==> config.mk <==
export PLATFORM = sky130hd
export DESIGN_NAME = cpu_io_tx_flat
export DESIGN_NICKNAME = d
export VERILOG_FILES = /design/src/rtl/cpu_io_tx_if.sv /design/src/rtl/cpu_io_tx.sv /design/src/flat_wrapper.sv
export SDC_FILE = /design/constraint.sdc
export NUM_CORES = 1
export LEC_CHECK = 0
export BUFFER_PORTS_ARGS = -buffer_cell sky130_fd_sc_hd__buf_4
export CORE_ASPECT_RATIO = 1.4
export CORE_MARGIN = 1
export CORE_UTILIZATION = 57
export CTS_CLUSTER_DIAMETER = 100
export DETAILED_ROUTE_END_ITERATION = 6
export PLACE_DENSITY = 0.78
export SYNTH_ARGS = -nofsm -noshare
export SYNTH_HDL_FRONTEND = slang
export SYNTH_SLANG_ARGS = --single-unit
export TNS_END_PERCENT = 5
==> constraint.sdc <==
create_clock -name clk_i -period 2.18 [get_ports clk_i]
set_input_delay 0.436 -clock clk_i [delete_from_list [all_inputs] [get_ports clk_i]]
set_output_delay 0.436 -clock clk_i [all_outputs]
set_load 0.05 [all_outputs]
==> src/rtl/cpu_io_tx_if.sv <==
// rtl/cpu_io_tx_if.sv - request and serial-line bundle between the control path and the result transmitter
interface cpu_io_tx_if #(
    parameter int DATA_W = 8,
    parameter int FLAG_W = 4
);
    logic              send_i;
    logic [DATA_W-1:0] data_i;
    logic [FLAG_W-1:0] flag_i;
    logic              tx_start_o;
    logic              tx_bit_o;
    logic              tx_strobe_o;
    logic              busy_o;
    logic              done_o;
    logic              drop_o;

    modport master (
        output send_i, data_i, flag_i,
        input  tx_start_o, tx_bit_o, tx_strobe_o, busy_o, done_o, drop_o
    );

    modport slave (
        input  send_i, data_i, flag_i,
        output tx_start_o, tx_bit_o, tx_strobe_o, busy_o, done_o, drop_o
    );
endinterface

==> src/rtl/cpu_io_tx.sv <==
// rtl/cpu_io_tx.sv - framed even-parity serial transmitter for one ALU result byte plus flags
module cpu_io_tx #(
    parameter int DATA_W     = 8,
    parameter int FLAG_W     = 4,
    parameter int BIT_CYCLES = 4
) (
    input  logic       clk_i,
    input  logic       rst_i,
    cpu_io_tx_if.slave bus
);
    localparam int PAY_W = DATA_W + FLAG_W;
    localparam int CNT_W = 8;
    localparam int IDX_W = $clog2(PAY_W);
    localparam logic [CNT_W-1:0] LAST_CNT   = CNT_W'(BIT_CYCLES - 1);
    localparam logic [CNT_W-1:0] STROBE_CNT = CNT_W'(BIT_CYCLES / 2);
    localparam logic [IDX_W-1:0] LAST_IDX   = IDX_W'(PAY_W - 1);

    typedef enum logic [2:0] {
        IDLE,
        START,
        DATA,
        PARITY,
        STOP
    } state_t;

    state_t            state;
    state_t            state_n;
    logic [CNT_W-1:0]  cnt;
    logic [CNT_W-1:0]  cnt_n;
    logic [IDX_W-1:0]  idx;
    logic [IDX_W-1:0]  idx_n;
    logic [PAY_W-1:0]  shreg;
    logic [PAY_W-1:0]  shreg_n;
    logic              parity;
    logic              parity_n;
    logic [FLAG_W-1:0] flag_rev;
    logic              period_end;

    logic start_q;
    logic bit_q;
    logic strobe_q;
    logic busy_q;
    logic done_q;
    logic start_n;
    logic bit_n;
    logic strobe_n;
    logic busy_n;
    logic done_n;

    // Flags go out C first, so reverse them to let the shifter always emit its MSB
    always_comb begin
        flag_rev = '0;
        for (int i = 0; i < FLAG_W; i++) begin
            flag_rev[FLAG_W-1-i] = bus.flag_i[i];
        end
    end

    // Next-state, counters, shifter and the next value of every registered output
    always_comb begin
        state_n    = state;
        cnt_n      = cnt;
        idx_n      = idx;
        shreg_n    = shreg;
        parity_n   = parity;
        period_end = (cnt == LAST_CNT);

        unique case (state)
            IDLE: begin
                if (bus.send_i) begin
                    state_n  = START;
                    cnt_n    = '0;
                    idx_n    = '0;
                    shreg_n  = {bus.data_i, flag_rev};
                    parity_n = ^{bus.data_i, bus.flag_i};
                end
            end
            START: begin
                if (period_end) begin
                    state_n = DATA;
                    cnt_n   = '0;
                end else begin
                    cnt_n = cnt + 1'b1;
                end
            end
            DATA: begin
                if (period_end) begin
                    cnt_n   = '0;
                    shreg_n = shreg << 1;
                    if (idx == LAST_IDX) begin
                        state_n = PARITY;
                        idx_n   = '0;
                    end else begin
                        idx_n = idx + 1'b1;
                    end
                end else begin
                    cnt_n = cnt + 1'b1;
                end
            end
            PARITY: begin
                if (period_end) begin
                    state_n = STOP;
                    cnt_n   = '0;
                end else begin
                    cnt_n = cnt + 1'b1;
                end
            end
            STOP: begin
                if (period_end) begin
                    state_n = IDLE;
                    cnt_n   = '0;
                end else begin
                    cnt_n = cnt + 1'b1;
                end
            end
            default: begin
                state_n = IDLE;
                cnt_n   = '0;
                idx_n   = '0;
            end
        endcase

        // Outputs are decoded from the next state so the flops line up with the state they describe
        start_n  = (state_n == START);
        strobe_n = (state_n != IDLE) && (cnt_n == STROBE_CNT);
        busy_n   = (state_n != IDLE);
        done_n   = (state_n == STOP) && (cnt_n == LAST_CNT);
        unique case (state_n)
            DATA:    bit_n = shreg_n[PAY_W-1];
            PARITY:  bit_n = parity_n;
            STOP:    bit_n = 1'b1;
            default: bit_n = 1'b0;
        endcase
    end

    // State, datapath and output registers; reset abandons any frame in flight
    always_ff @(posedge clk_i) begin
        if (rst_i) begin
            state    <= IDLE;
            cnt      <= '0;
            idx      <= '0;
            shreg    <= '0;
            parity   <= 1'b0;
            start_q  <= 1'b0;
            bit_q    <= 1'b0;
            strobe_q <= 1'b0;
            busy_q   <= 1'b0;
            done_q   <= 1'b0;
        end else begin
            state    <= state_n;
            cnt      <= cnt_n;
            idx      <= idx_n;
            shreg    <= shreg_n;
            parity   <= parity_n;
            start_q  <= start_n;
            bit_q    <= bit_n;
            strobe_q <= strobe_n;
            busy_q   <= busy_n;
            done_q   <= done_n;
        end
    end

    assign bus.tx_start_o  = start_q;
    assign bus.tx_bit_o    = bit_q;
    assign bus.tx_strobe_o = strobe_q;
    assign bus.busy_o      = busy_q;
    assign bus.done_o      = done_q;
    // A request seen while busy is discarded and flagged in the same cycle it arrives
    assign bus.drop_o      = bus.send_i & busy_q;
endmodule

==> src/flat_wrapper.sv <==
// flat-port wrapper written by rule: the top's interface ports become plain ports
module cpu_io_tx_flat 
#(
    parameter int DATA_W     = 8,
    parameter int FLAG_W     = 4,
    parameter int BIT_CYCLES = 4
)
  (clk_i, rst_i, bus_send_i, bus_data_i, bus_flag_i, bus_tx_start_o, bus_tx_bit_o, bus_tx_strobe_o, bus_busy_o, bus_done_o, bus_drop_o);
  cpu_io_tx_if #(.DATA_W(DATA_W), .FLAG_W(FLAG_W)) bus_i ();
  input  logic clk_i;
  input  logic rst_i;
  input wire logic [$bits(bus_i.send_i)-1:0] bus_send_i;
  input wire logic [$bits(bus_i.data_i)-1:0] bus_data_i;
  input wire logic [$bits(bus_i.flag_i)-1:0] bus_flag_i;
  output wire logic [$bits(bus_i.tx_start_o)-1:0] bus_tx_start_o;
  output wire logic [$bits(bus_i.tx_bit_o)-1:0] bus_tx_bit_o;
  output wire logic [$bits(bus_i.tx_strobe_o)-1:0] bus_tx_strobe_o;
  output wire logic [$bits(bus_i.busy_o)-1:0] bus_busy_o;
  output wire logic [$bits(bus_i.done_o)-1:0] bus_done_o;
  output wire logic [$bits(bus_i.drop_o)-1:0] bus_drop_o;
  assign bus_i.send_i = bus_send_i;
  assign bus_i.data_i = bus_data_i;
  assign bus_i.flag_i = bus_flag_i;
  assign bus_tx_start_o = bus_i.tx_start_o;
  assign bus_tx_bit_o = bus_i.tx_bit_o;
  assign bus_tx_strobe_o = bus_i.tx_strobe_o;
  assign bus_busy_o = bus_i.busy_o;
  assign bus_done_o = bus_i.done_o;
  assign bus_drop_o = bus_i.drop_o;
  cpu_io_tx #(.DATA_W(DATA_W), .FLAG_W(FLAG_W), .BIT_CYCLES(BIT_CYCLES)) u_core (.clk_i(clk_i), .rst_i(rst_i), .bus(bus_i));
endmodule
Yosys cells after proc, flatten, opt, wreduce, memory -nomap -nowiden:

Index checks and enable logic that the tools add are counted.

* add/sub/neg operators: 2
* eq/ne operators: 14
* multiplexer cells: 20
* bitwise operators: 2
* reductions and logical operators: 10

Operator list (number)
* 8-bit by 2-bit == test with 1-bit output, second input constant: 3
* 12-bit 2-to-1 mux: 2
* 12-bit one-hot mux with 2 select lines: 1
* 3-bit 2-to-1 mux: 6
* 8-bit 2-to-1 mux: 2
* 8-bit one-hot mux with 2 select lines: 1
* 3-bit one-hot mux with 5 select lines: 1
* 3-bit by 2-bit == test with 1-bit output, second input constant: 4
* 4-bit 2-to-1 mux: 3
* 4-bit one-hot mux with 3 select lines: 1
* 12-bit XOR reduction: 1
* 8-bit by 1-bit adder with 8-bit output, second input constant: 1
* 3-bit by 1-bit == test with 1-bit output, second input constant: 2
* 3-bit == test, second input constant: 2
* 3-bit AND reduction: 2
* 4-bit by 1-bit adder with 4-bit output, second input constant: 1
* 4-bit == test, second input constant: 1
* 4-bit OR reduction: 1
* 3-bit logical NOT: 1
* 1-bit one-hot mux with 3 select lines: 1
* 3-bit nonzero test: 1
* 3-bit OR reduction: 1
* 1-bit logical AND: 2
* 1-bit 2-to-1 mux: 2
* other kinds (5): 5

* register bits after elaboration: 33
* output and inout bits: 6
* logic and storage cells: 59

Depth between registers and ports, before layout:

Gate-level depths: netlist of the first run.

* word-level depth: 6
* mapped depth: 9
* mapped depth without buffers: 7

Worst setup path after synthesis of the first run:

OpenSTA, ideal clock, no wires.

* path type: register -> register
* from: register u_core.cnt[0]
* to: register u_core.shreg[2]
* library setup time: 0.128 ns
* data arrival time: 1.824 ns
* setup slack: 0.228 ns
* stages on the path, launching flop included: 10
* path buffers: 2
* period minus slack after synthesis: 1.952 ns
* path through: dfxtp_1 ha_1 nor2b_2 and3_1 buf_6 and2_1 o21ai_2 buf_6 a222oi_1 nor2_1

* word-level cells in the longest chain between the ends: 3

RTL lines
* from (decl): RTL line cpu_io_tx.sv:28 `logic [CNT_W-1:0] cnt;`
* from (signal assigned): RTL line cpu_io_tx.sv:150 `cnt <= cnt_n;`
* 8-bit by 2-bit == test with 1-bit output: RTL line cpu_io_tx.sv:65 `period_end = (cnt == LAST_CNT);`
* 2-bit by 1-bit != test with 1-bit output (no source line)
* 3-bit AND reduction (no source line)
* to (signal assigned): RTL line cpu_io_tx.sv:152 `shreg <= shreg_n;`
* to (decl): RTL line cpu_io_tx.sv:32 `logic [PAY_W-1:0] shreg;`

No other way between the ends.
A chain may end at the register's enable or synchronous reset.

Worst setup path after layout of the first run:

* from: register u_core.cnt[1]
* to: register u_core.shreg[1]

The elaborated chain is that of the path after synthesis.

==> impl_metrics.py, run 1 <==
metrics = {
    "power": {
        "ir_worst_vdd_mv": 0.8087,
        "power_density_nw_per_um2": 739.1,
        "leakage_nw": 0.7975,
    },
    "route": {
        "routed_wl_um": 4392,
        "vias": 1646,
        "dr.pass1.iters": 4,
        "ant_nets": 0,
        "wl_met1_um": 1601,
        "dr.max_layer_used": "met4",
        "met3_length_um": 202,
        "met2_length_um": 2446,
        "via_per_inst": 6.380,
        "wire_per_inst_um": 17.02,
        "drc_errors": 0,
        "drt_iter0_drc": 157,
    },
    "cts": {
        "cts_buffers": 5,
        "clk_pin_slew_ps": 80,
        "clk_path_buf_depth": 2,
        "root_buffer": "clkbuf_8",
        "hold_buffers": 0,
        "cts_tree": "built",
        "htreeDepth": 2,
        "clock-sinks": 33,
        "clock_latency_ps": 290,
    },
    "critical_path": {
        "path_buf_inv": 0,
        "path_class": "register to register",
        "r2r-end": "u_core.shreg[1]",
        "timing.rr.start": "u_core.cnt[1]",
        "cp.required_ps": 2350,
        "worst-path-max-fanout": 11,
        "crit_path_max_incr_delay_ps": 400,
        "ff2ff_path_depth": 7,
        "r2r_slack_ps": 140,
        "crit_arrival_ps": 2210,
        "critPathCaptureType": "register",
        "cp-start-kind": "register",
        "slowest_stage": "dfxtp_1",
        "cp_top_family": "simple AND/OR/NAND/NOR gates",
        "path_cells": "ha_2 -> nor2b_4 -> and3_1 -> and2_1 -> o21ai_2 -> a222oi_1 -> nor2_1",
    },
    "global_routing": {
        "grt_max_degree": 32,
        "grt_pass1_wl_um": 7003,
        "grt_pass1_vias": 1622,
        "antenna_found_initial": 0,
        "grtUsageTotal_pct": 28.74,
        "grt_overflow": 0,
    },
    "sta": {
        "hold_ws_ps": 418.6,
        "setup_viol": 0,
        "period_share_pct": 93.75,
        "finalMaxSlewViolations": 0,
        "fin_skew_ps": 10.04,
        "clock.fmax_mhz": 489.3,
        "final_hold_viol_count": 0,
        "setup_tns_ps": 0,
        "slew_headroom_pct": 69.33,
        "rsz0062_at_grt": "false",
        "period_minus_slack_ps": 2044,
        "tightestPinTransition_ps": 456.6,
    },
    "logic_synthesis": {
        "synth-edff-count": 0,
        "async_flop_share_pct": 0,
        "ys_types": 47,
        "synth-seq-area-share_pct": 38.10,
        "synth_nets": 215,
        "netlist_instances": 198,
        "netlist_area_sq_um": 1734,
        "synth_warnings": 0,
        "synth_ff_type": "dfxtp_1",
        "avgSynthCellArea_sq_um": 8.758,
        "synth-seq-cells": 33,
    },
    "final_layout": {
        "final_net_count": 237,
        "fillCellCount": 231,
        "drive_above_1_share_pct": 23.53,
        "mostFrequentLayoutCell": "dfxtp_1",
        "area_growth_pct": 19.77,
        "num_antenna_cells": 0,
        "final_cell_mix": "dfxtp_1 (32), nor2_1 (28), buf_4 (27), nand2_1 (13), xnor2_1 (12)",
    },
    "die": {
        "die_w_um": 48.62,
        "initial_utilization_pct": 60.26,
        "placementRows": 23,
        "pin_count": 21,
        "core_sq_um": 2878,
        "die-area_sq_um": 3270,
        "dieHeight_um": 67.26,
    },
    "placed_design": {
        "io_buffers": 20,
        "place_congestion": 0.9010,
        "place_hpwl_um": 3063,
    },
    "worst_hold_path": {
        "hold_end": "u_core.shreg[0]",
        "min_path_cells": 3,
        "holdCritStartpoint": "bus_flag_i[3]",
        "hold_class": "input port to register",
    },
    "flow_run": {
        "cap_violations": 0,
    },
    "status": {
        "status": "finished, final reports clean",
    },
}
[metrics by stage]
| stage | std cells | setup slack [ps] | total power, mW | instance area [sq um] | utilization, % |
|---|---|---|---|---|---|
| 2_1_floorplan | 198 | 228.4 | 0.7990 | 1734 | - |
| 3_3_place_gp | 250 | 121.6 | 0.8518 | 1912 | 66.43 |
| 3_5_place_dp | 250 | 65.83 | 0.8600 | 1912 | 66.43 |
| 4_1_cts | 258 | 34.95 | 1.538 | 2046 | 71.09 |
| 5_1_grt | 258 | 0.7092 | 1.592 | 2077 | 72.17 |
| 6_report | 258 | 136.2 | 1.535 | 2077 | 72.17 |
[registers in the layout (all words and copies together), names as in the netlist, 3 cells and up]
name,cells
u_core.shreg,12
u_core.cnt,8
u_core.state,3
u_core.idx,4
[metal layers]
| metal | vias to the layer above | track usage [%] |
|---|---|---|
| met4 | 0 | 16.54 |
| li1 | 785 | - |
| met3 | 19 | 7.883 |
| met1 | 773 | 26.07 |
| met5 | - | 0 |
| met2 | 69 | 56.94 |
[layout make-up]
type / count / area, sq um / share of cell area (%)
Clock buffer: 5 / 68.82 / 3.313
Clock inverter: 3 / 65.06 / 3.133
Inverter: 2 / 7.507 / 0.3614
Multi-Input combinational cell: 151 / 1025 / 49.34
Sequential cell: 33 / 661.9 / 31.87
Tap cell: 37 / 46.29 / 2.229
Timing Repair Buffer: 27 / 202.7 / 9.759
[logic make-up (layout without fill, tap and decap cells)]
group | after synthesis | in the layout | synth area share [%]
simple gates | 83 | 83 | 26.55
compound gates | 51 | 51 | 21.72
flops | 33 | 33 | 38.10
xor+xnor | 14 | 14 | 7.071
buf+inv | 14 | 37 | 4.545
fa+ha+maj | 2 | 2 | 1.443
mux | 1 | 1 | 0.5772
[tightest hold or removal path, delay by kind of cell]
| family | cells | cell delay [ps] |
|---|---|---|
| buffers and inverters | 1 | 90 |
| AO/OA/AOI/OAI | 1 | 60 |
| AND/OR/NAND/NOR | 1 | 80 |
[Yosys cell counts, types with 2 or more instances]
cell / count / area, sq um
xnor2_1: 12 / 105.1
nand4_1: 2 / 12.51
nor2b_1: 2 / 12.51
buf_2: 3 / 15.01
nor3_2: 3 / 30.03
a31oi_1: 3 / 18.77
a21oi_1: 9 / 45.04
o21ai_1: 2 / 10.01
nand2b_1: 3 / 18.77
nor2_1: 28 / 105.1
and2_1: 2 / 12.51
inv_1: 2 / 7.510
nor3_1: 3 / 15.01
a22oi_1: 3 / 22.52
a32oi_1: 3 / 26.28
o21a_1: 5 / 37.54
buf_6: 3 / 33.78
o211ai_1: 3 / 22.52
xor2_1: 2 / 17.52
nor4b_1: 2 / 17.52
dfxtp_1: 33 / 660.6
a222oi_1: 10 / 100.1
nor2_2: 3 / 18.77
nand3_2: 2 / 20.02
nand2_1: 13 / 48.80
nand3_1: 9 / 45.04
and3_1: 3 / 18.77
o21ai_0: 5 / 25.02
clkbuf_1: 5 / 18.77
ha_1: 2 / 25.02
and3b_1: 2 / 17.52
[where the power goes]
part	internal, mW	switching (mW)	total, mW
Clock	0.454	0.230	0.684
Sequential	0.627	0.0192	0.646
Combinational	0.0942	0.111	0.206
Total	1.18	0.360	1.54
[worst max path at each step]
stage	from	end	slack, ps	cells past startpoint
floorplan	u_core.cnt[0]	u_core.shreg[2]	230	9
global placement	u_core.cnt[0]	u_core.bus.tx_strobe_o	120	7
detailed placement	u_core.cnt[0]	u_core.bus.tx_strobe_o	70	7
CTS	u_core.cnt[0]	u_core.bus.tx_strobe_o	30	7
global route	u_core.cnt[1]	u_core.shreg[1]	0.7	7
finish	u_core.cnt[1]	u_core.shreg[1]	140	7
[timing repair]
| item | CTS | global route |
|---|---|---|
| buffers inserted | 0 | 0 |
| resized for setup | 0 | 6 |
| endpoints found under the setup margin | 0 | 15 |
(Power assumes the default switching activity.)
==> inputs of run 2 (changes only) <==
--- a/config.mk
+++ b/config.mk
@@ -12,6 +12,7 @@
 export CTS_CLUSTER_DIAMETER = 100
 export DETAILED_ROUTE_END_ITERATION = 6
 export PLACE_DENSITY = 0.78
+export RECOVER_POWER = 25
 export SYNTH_ARGS = -nofsm -noshare
 export SYNTH_HDL_FRONTEND = slang
 export SYNTH_SLANG_ARGS = --single-unit
==> impl_metrics.py, run 2 (same netlist as run 1, synthesis figures left out) <==
metrics = {
    "cts": {
        "cts_buffers": 5,
        "root_buffer": "clkbuf_8",
        "clock-sinks": 33,
        "clock_latency_ps": 290,
        "hold_buffers": 0,
        "cts_tree": "built",
        "clk_path_buf_depth": 2,
        "htreeDepth": 2,
        "clk_pin_slew_ps": 70,
    },
    "sta": {
        "tightestPinTransition_ps": 597.0,
        "rsz0062_at_grt": "false",
        "slew_headroom_pct": 60.37,
        "finalMaxSlewViolations": 0,
        "period_minus_slack_ps": 2039,
        "setup_viol": 0,
        "clock.fmax_mhz": 490.5,
        "fin_skew_ps": 9.162,
        "fin_ws_ps": 141.3,
        "final_hold_viol_count": 0,
        "setup_tns_ps": 0,
        "period_share_pct": 93.52,
    },
    "critical_path": {
        "cp-start-kind": "register",
        "slowest_stage": "dfxtp_1",
        "path_cells": "ha_2 -> nor2b_4 -> and3_1 -> and2_1 -> o21ai_2 -> a222oi_1 -> nor2_1",
        "critPathCaptureType": "register",
        "ff2ff_path_depth": 7,
        "path_class": "register to register",
        "cp.required_ps": 2350,
        "worst-path-max-fanout": 11,
        "r2r_slack_ps": 140,
        "crit_path_max_incr_delay_ps": 400,
        "timing.rr.start": "u_core.cnt[1]",
        "crit_arrival_ps": 2200,
        "r2r-end": "u_core.shreg[1]",
    },
    "global_routing": {
        "gr-usage-met3_pct": 7.883,
        "grtUsageMet2_pct": 56.94,
        "met1_usage_pct": 26.07,
        "antenna_found_initial": 0,
        "grt_pass1_vias": 1622,
        "grt_overflow": 0,
        "grt_max_degree": 32,
        "grt-busiest-layer": "met2",
        "grt_pass1_wl_um": 7003,
        "grtUsageTotal_pct": 28.74,
    },
    "final_layout": {
        "regMostFlops": "u_core.shreg",
        "final_net_count": 237,
        "drive_above_1_share_pct": 20.81,
        "mostFrequentLayoutCell": "dfxtp_1",
        "area_growth_pct": 18.47,
        "top_regs": "u_core.shreg x12, u_core.cnt x8, u_core.idx x4",
        "largest_reg_flops": 12,
        "utilization_pct": 71.39,
        "fillCellCount": 235,
        "num_antenna_cells": 0,
        "final_cell_mix": "dfxtp_1 (32), nor2_1 (28), buf_4 (21), nand2_1 (13), xnor2_1 (12)",
        "layout.cells.non_filler": 258,
    },
    "die": {
        "dieHeight_um": 67.26,
        "initial_utilization_pct": 60.26,
        "placementRows": 23,
        "pin_count": 21,
        "die-area_sq_um": 3270,
        "core_sq_um": 2878,
        "die_w_um": 48.62,
    },
    "placed_design": {
        "io_buffers": 20,
        "place_inst": 250,
        "place_congestion": 0.9010,
        "place_hpwl_um": 3063,
        "pre_cts_slack_ps": 65.83,
    },
    "route": {
        "routed_wl_um": 4435,
        "wire_per_inst_um": 17.19,
        "dr.pass1.iters": 4,
        "via_per_inst": 6.411,
        "drt_iter0_drc": 157,
        "ant_nets": 0,
        "drc_errors": 0,
        "vias": 1654,
    },
    "power": {
        "total_power_mw": 1.530,
        "ir_worst_vdd_mv": 0.8086,
        "power_density_nw_per_um2": 744.6,
        "leakage_nw": 0.7730,
    },
    "flow_run": {
        "cap_violations": 0,
    },
    "status": {
        "status": "finished, final reports clean",
    },
    "worst_hold_path": {
        "hold_end": "u_core.shreg[8]",
        "min_path_cells": 3,
        "hold_class": "input port to register",
        "holdCritStartpoint": "bus_data_i[4]",
    },
}
run 2: cell types whose count changed in the layout (fill, tap and decap cells not counted), sizes merged:
cell    previous run  this run
buf               27        21
clkbuf             5        11
run 2: power by group:
| group | internal, mW | switching (mW) | leakage, nW |
|---|---|---|---|
| clock | 0.454 | 0.228 | 0.0681 |
| combinational | 0.0905 | 0.111 | 0.435 |
| sequential | 0.627 | 0.0192 | 0.269 |
run 2: repair_timing:
action / in CTS / in global routing
setup endpoints to repair: 0 / 15
buffers inserted: 0 / 0
resized for setup: 0 / 6
hold endpoints to repair: 0 / 0
run 2: cell type report:
class | count | area (sq um) | share of cell area [%]
Sequential cell | 33 | 661.9 | 32.22
Clock buffer | 5 | 68.82 | 3.350
Inverter | 2 | 7.507 | 0.3654
Tap cell | 37 | 46.29 | 2.253
Clock inverter | 3 | 65.06 | 3.167
Multi-Input combinational cell | 151 | 1025 | 49.88
Timing Repair Buffer | 27 | 180.2 | 8.770
run 2: worst max-delay path by stage:
| stage | startpoint | endpoint | slack, ps | depth (start not counted) |
|---|---|---|---|---|
| 2_1_floorplan | u_core.cnt[0] | u_core.shreg[2] | 230 | 9 |
| 3_3_place_gp | u_core.cnt[0] | u_core.bus.tx_strobe_o | 120 | 7 |
| 3_5_place_dp | u_core.cnt[0] | u_core.bus.tx_strobe_o | 70 | 7 |
| 4_1_cts | u_core.cnt[0] | u_core.bus.tx_strobe_o | 30 | 7 |
| 5_1_grt | u_core.cnt[1] | u_core.shreg[1] | 0.7 | 7 |
| 6_report | u_core.cnt[1] | u_core.shreg[1] | 140 | 7 |
run 2: worst max-delay path: cells and delay by family (launching register included):
kind / cells / cell delay [ps]
compound gates: 2 / 550
fa+ha+maj: 1 / 250
flops: 1 / 400
simple gates: 4 / 690
run 2: metal layers:
metal / share of wire [%] / vias up / wire length (um)
li1: - / 786 / -
met1: 37 / 778 / 1622
met2: 55 / 71 / 2454
met3: 4.9 / 19 / 219
met4: 3.1 / 0 / 139
met5: 0 / - / 0
run 2: stage by stage:
step           hold WS, ps  area, sq um
2_1_floorplan        441.7         1734
3_3_place_gp         464.6         1912
3_5_place_dp         479.2         1912
4_1_cts              417.2         2046
5_1_grt              429.6         2054
6_report             418.3         2054
==> inputs of run 3 (changes only) <==
--- a/config.mk
+++ b/config.mk
@@ -11,6 +11,7 @@
 export CORE_UTILIZATION = 57
 export CTS_CLUSTER_DIAMETER = 100
 export DETAILED_ROUTE_END_ITERATION = 6
+export GPL_TIMING_DRIVEN = 0
 export PLACE_DENSITY = 0.78
 export RECOVER_POWER = 25
 export SYNTH_ARGS = -nofsm -noshare
==> impl_metrics.py, run 3 (same netlist as run 1, synthesis figures left out) <==
metrics = {
    "status": {
        "status": "finished, final reports clean",
    },
    "critical_path": {
        "worst-path-max-fanout": 10,
        "crit_end": "u_core.shreg[8]",
        "crit_path_max_incr_delay_ps": 410,
        "startpoint": "u_core.cnt[0]",
        "path_cells": "ha_4 -> nor2b_4 -> and3_1 -> buf_6 -> and2_1 -> o21ai_2 -> buf_6 -> a222oi_1 -> nor2_1",
        "ff2ff_path_depth": 9,
        "path_class": "register to register",
        "r2r-end": "u_core.shreg[8]",
        "cp.required_ps": 2350,
        "cp-start-kind": "register",
        "timing.rr.start": "u_core.cnt[0]",
        "slowest_stage": "dfxtp_4",
        "crit_arrival_ps": 2250,
        "critPathCaptureType": "register",
        "crit_top_cell": "buf_6",
        "r2r_slack_ps": 110,
    },
    "route": {
        "drt_iter0_drc": 111,
        "drc_errors": 0,
        "ant_nets": 0,
        "wire_per_inst_um": 17.28,
        "dr.pass1.iters": 4,
        "vias": 1656,
        "via_per_inst": 6.297,
        "routed_wl_um": 4544,
    },
    "final_layout": {
        "utilization_pct": 72.13,
        "mostFrequentLayoutCell": "dfxtp_1",
        "area_growth_pct": 19.70,
        "regMostFlops": "u_core.shreg",
        "layout.cells.non_filler": 263,
        "top_regs": "u_core.shreg x12, u_core.cnt x8, u_core.idx x4",
        "num_antenna_cells": 0,
        "drive_above_1_share_pct": 19.47,
        "largest_reg_flops": 12,
        "final_net_count": 242,
        "final_cell_mix": "dfxtp_1 (31), nor2_1 (28), nand2_1 (13), buf_4 (13)",
        "fillCellCount": 248,
        "final_area_sq_um": 2076,
    },
    "global_routing": {
        "grt_overflow": 0,
        "grtUsageMet2_pct": 58.68,
        "grt_pass1_wl_um": 7369,
        "grt_pass1_vias": 1657,
        "grt-busiest-layer": "met2",
        "grt_max_degree": 12,
        "met1_usage_pct": 28.81,
        "grtUsageTotal_pct": 30.18,
        "gr-usage-met3_pct": 4.505,
        "antenna_found_initial": 0,
    },
    "die": {
        "dieHeight_um": 67.26,
        "core_sq_um": 2878,
        "die_w_um": 48.62,
        "pin_count": 21,
        "die-area_sq_um": 3270,
        "initial_utilization_pct": 60.26,
        "placementRows": 23,
    },
    "cts": {
        "cts_tree": "built",
        "clock_latency_ps": 300,
        "htreeDepth": 2,
        "clk_pin_slew_ps": 70,
        "clk_path_buf_depth": 2,
        "cts_setup_buffers": 0,
        "root_buffer": "clkbuf_8",
        "clock-sinks": 33,
        "cts_buffers": 5,
    },
    "power": {
        "total_power_mw": 1.544,
        "ir_worst_vdd_mv": 0.6200,
        "power_switching_share_pct": 24.02,
        "leakage_nw": 0.7730,
        "power_density_nw_per_um2": 744.0,
        "p_comb_share_pct": 13.5,
        "clock_power_share_pct": 44.5,
        "sequentialPowerShare_pct": 41.9,
        "intPower_mw": 1.173,
        "p_sw_mw": 0.3710,
    },
    "sta": {
        "final_hold_viol_count": 0,
        "finalMaxSlewViolations": 0,
        "hold_ws_ps": 396.9,
        "fin_ws_ps": 107.6,
        "setup_tns_ps": 0,
        "period_minus_slack_ps": 2072,
        "clock.fmax_mhz": 482.5,
        "slew_headroom_pct": 60.08,
        "rsz0062_at_grt": "false",
        "setup_viol": 0,
        "tightestPinTransition_ps": 601.4,
        "fin_skew_ps": 7.699,
        "period_share_pct": 95.07,
    },
    "placed_design": {
        "post_dp_cell_area_sq_um": 1931,
        "place_congestion": 0.8593,
        "place_hpwl_um": 3258,
        "io_buffers": 20,
        "pre_cts_slack_ps": -107.7,
        "place_inst": 255,
    },
    "worst_hold_path": {
        "hold_class": "input port to register",
    },
    "flow_run": {
        "cap_violations": 0,
    },
}
-- run 3: cell count changes in the layout (fill, tap and decap cells not counted), moves of 3 or more --
cell / before / now
buf_4: 21 / 13
clkbuf_1: 6 / 12
buf_2: 0 / 3
buf_6: 0 / 3
-- run 3: layer usage --
layer	wire length (um)	part of all wire, %	up-vias
met5	0	0	-
met4	106	2.3	0
li1	-	-	802
met1	1724	38	802
met3	143	3.1	9
met2	2570	57	43
-- run 3: layout make-up --
class	instances	area, sq um	share of cell area (%)
tap	37	46.29	2.230
timing repair buffer	20	123.9	5.967
sequential	33	665.6	32.07
multi-input combinational	151	1027	49.49
inverter	2	7.507	0.3617
clock inverter	3	65.06	3.134
clock buffer	5	68.82	3.315
buffer	12	71.32	3.436
-- run 3: power by group through the flow --
stage	combinational, mW	clock [mW]	sequential [mW]
4_1_cts	0.210	0.693	0.646
2_1_floorplan	0.134	0	0.665
5_1_grt	0.226	0.711	0.649
3_5_place_dp	0.207	0	0.659
3_3_place_gp	0.202	0	0.657
6_report	0.209	0.688	0.648
-- run 3: timing repair --
item | in CTS | in global routing
hold buffers | 0 | 0
endpoints found under the hold margin | 0 | 0
resized for setup | 3 | 5
pin swaps | 0 | 3
setup endpoints to repair | 11 | 11
gates cloned | 0 | 0
-- run 3: how the worst min path moves through the flow --
stage                        startpoint              end  slack (ps)  depth (start not counted)
after CTS                         rst_i    u_core.cnt[1]         360                          2
final                     bus_flag_i[3]  u_core.shreg[0]         400                          3
after floorplan           u_core.parity    u_core.parity         440                          1
after global routing      bus_flag_i[3]  u_core.shreg[0]         420                          3
after detailed placement  u_core.parity    u_core.parity         480                          1
after global placement    u_core.parity    u_core.parity         460                          1
-- run 3: critical path: cells and delay by family (launching register included) --
| family | cells | cell delay (ps) |
|---|---|---|
| DFF | 1 | 410 |
| buffers and inverters | 2 | 290 |
| adders and majority gates | 1 | 170 |
| and+or+nand+nor | 4 | 620 |
| AOI/OAI and AO/OA | 2 | 450 |
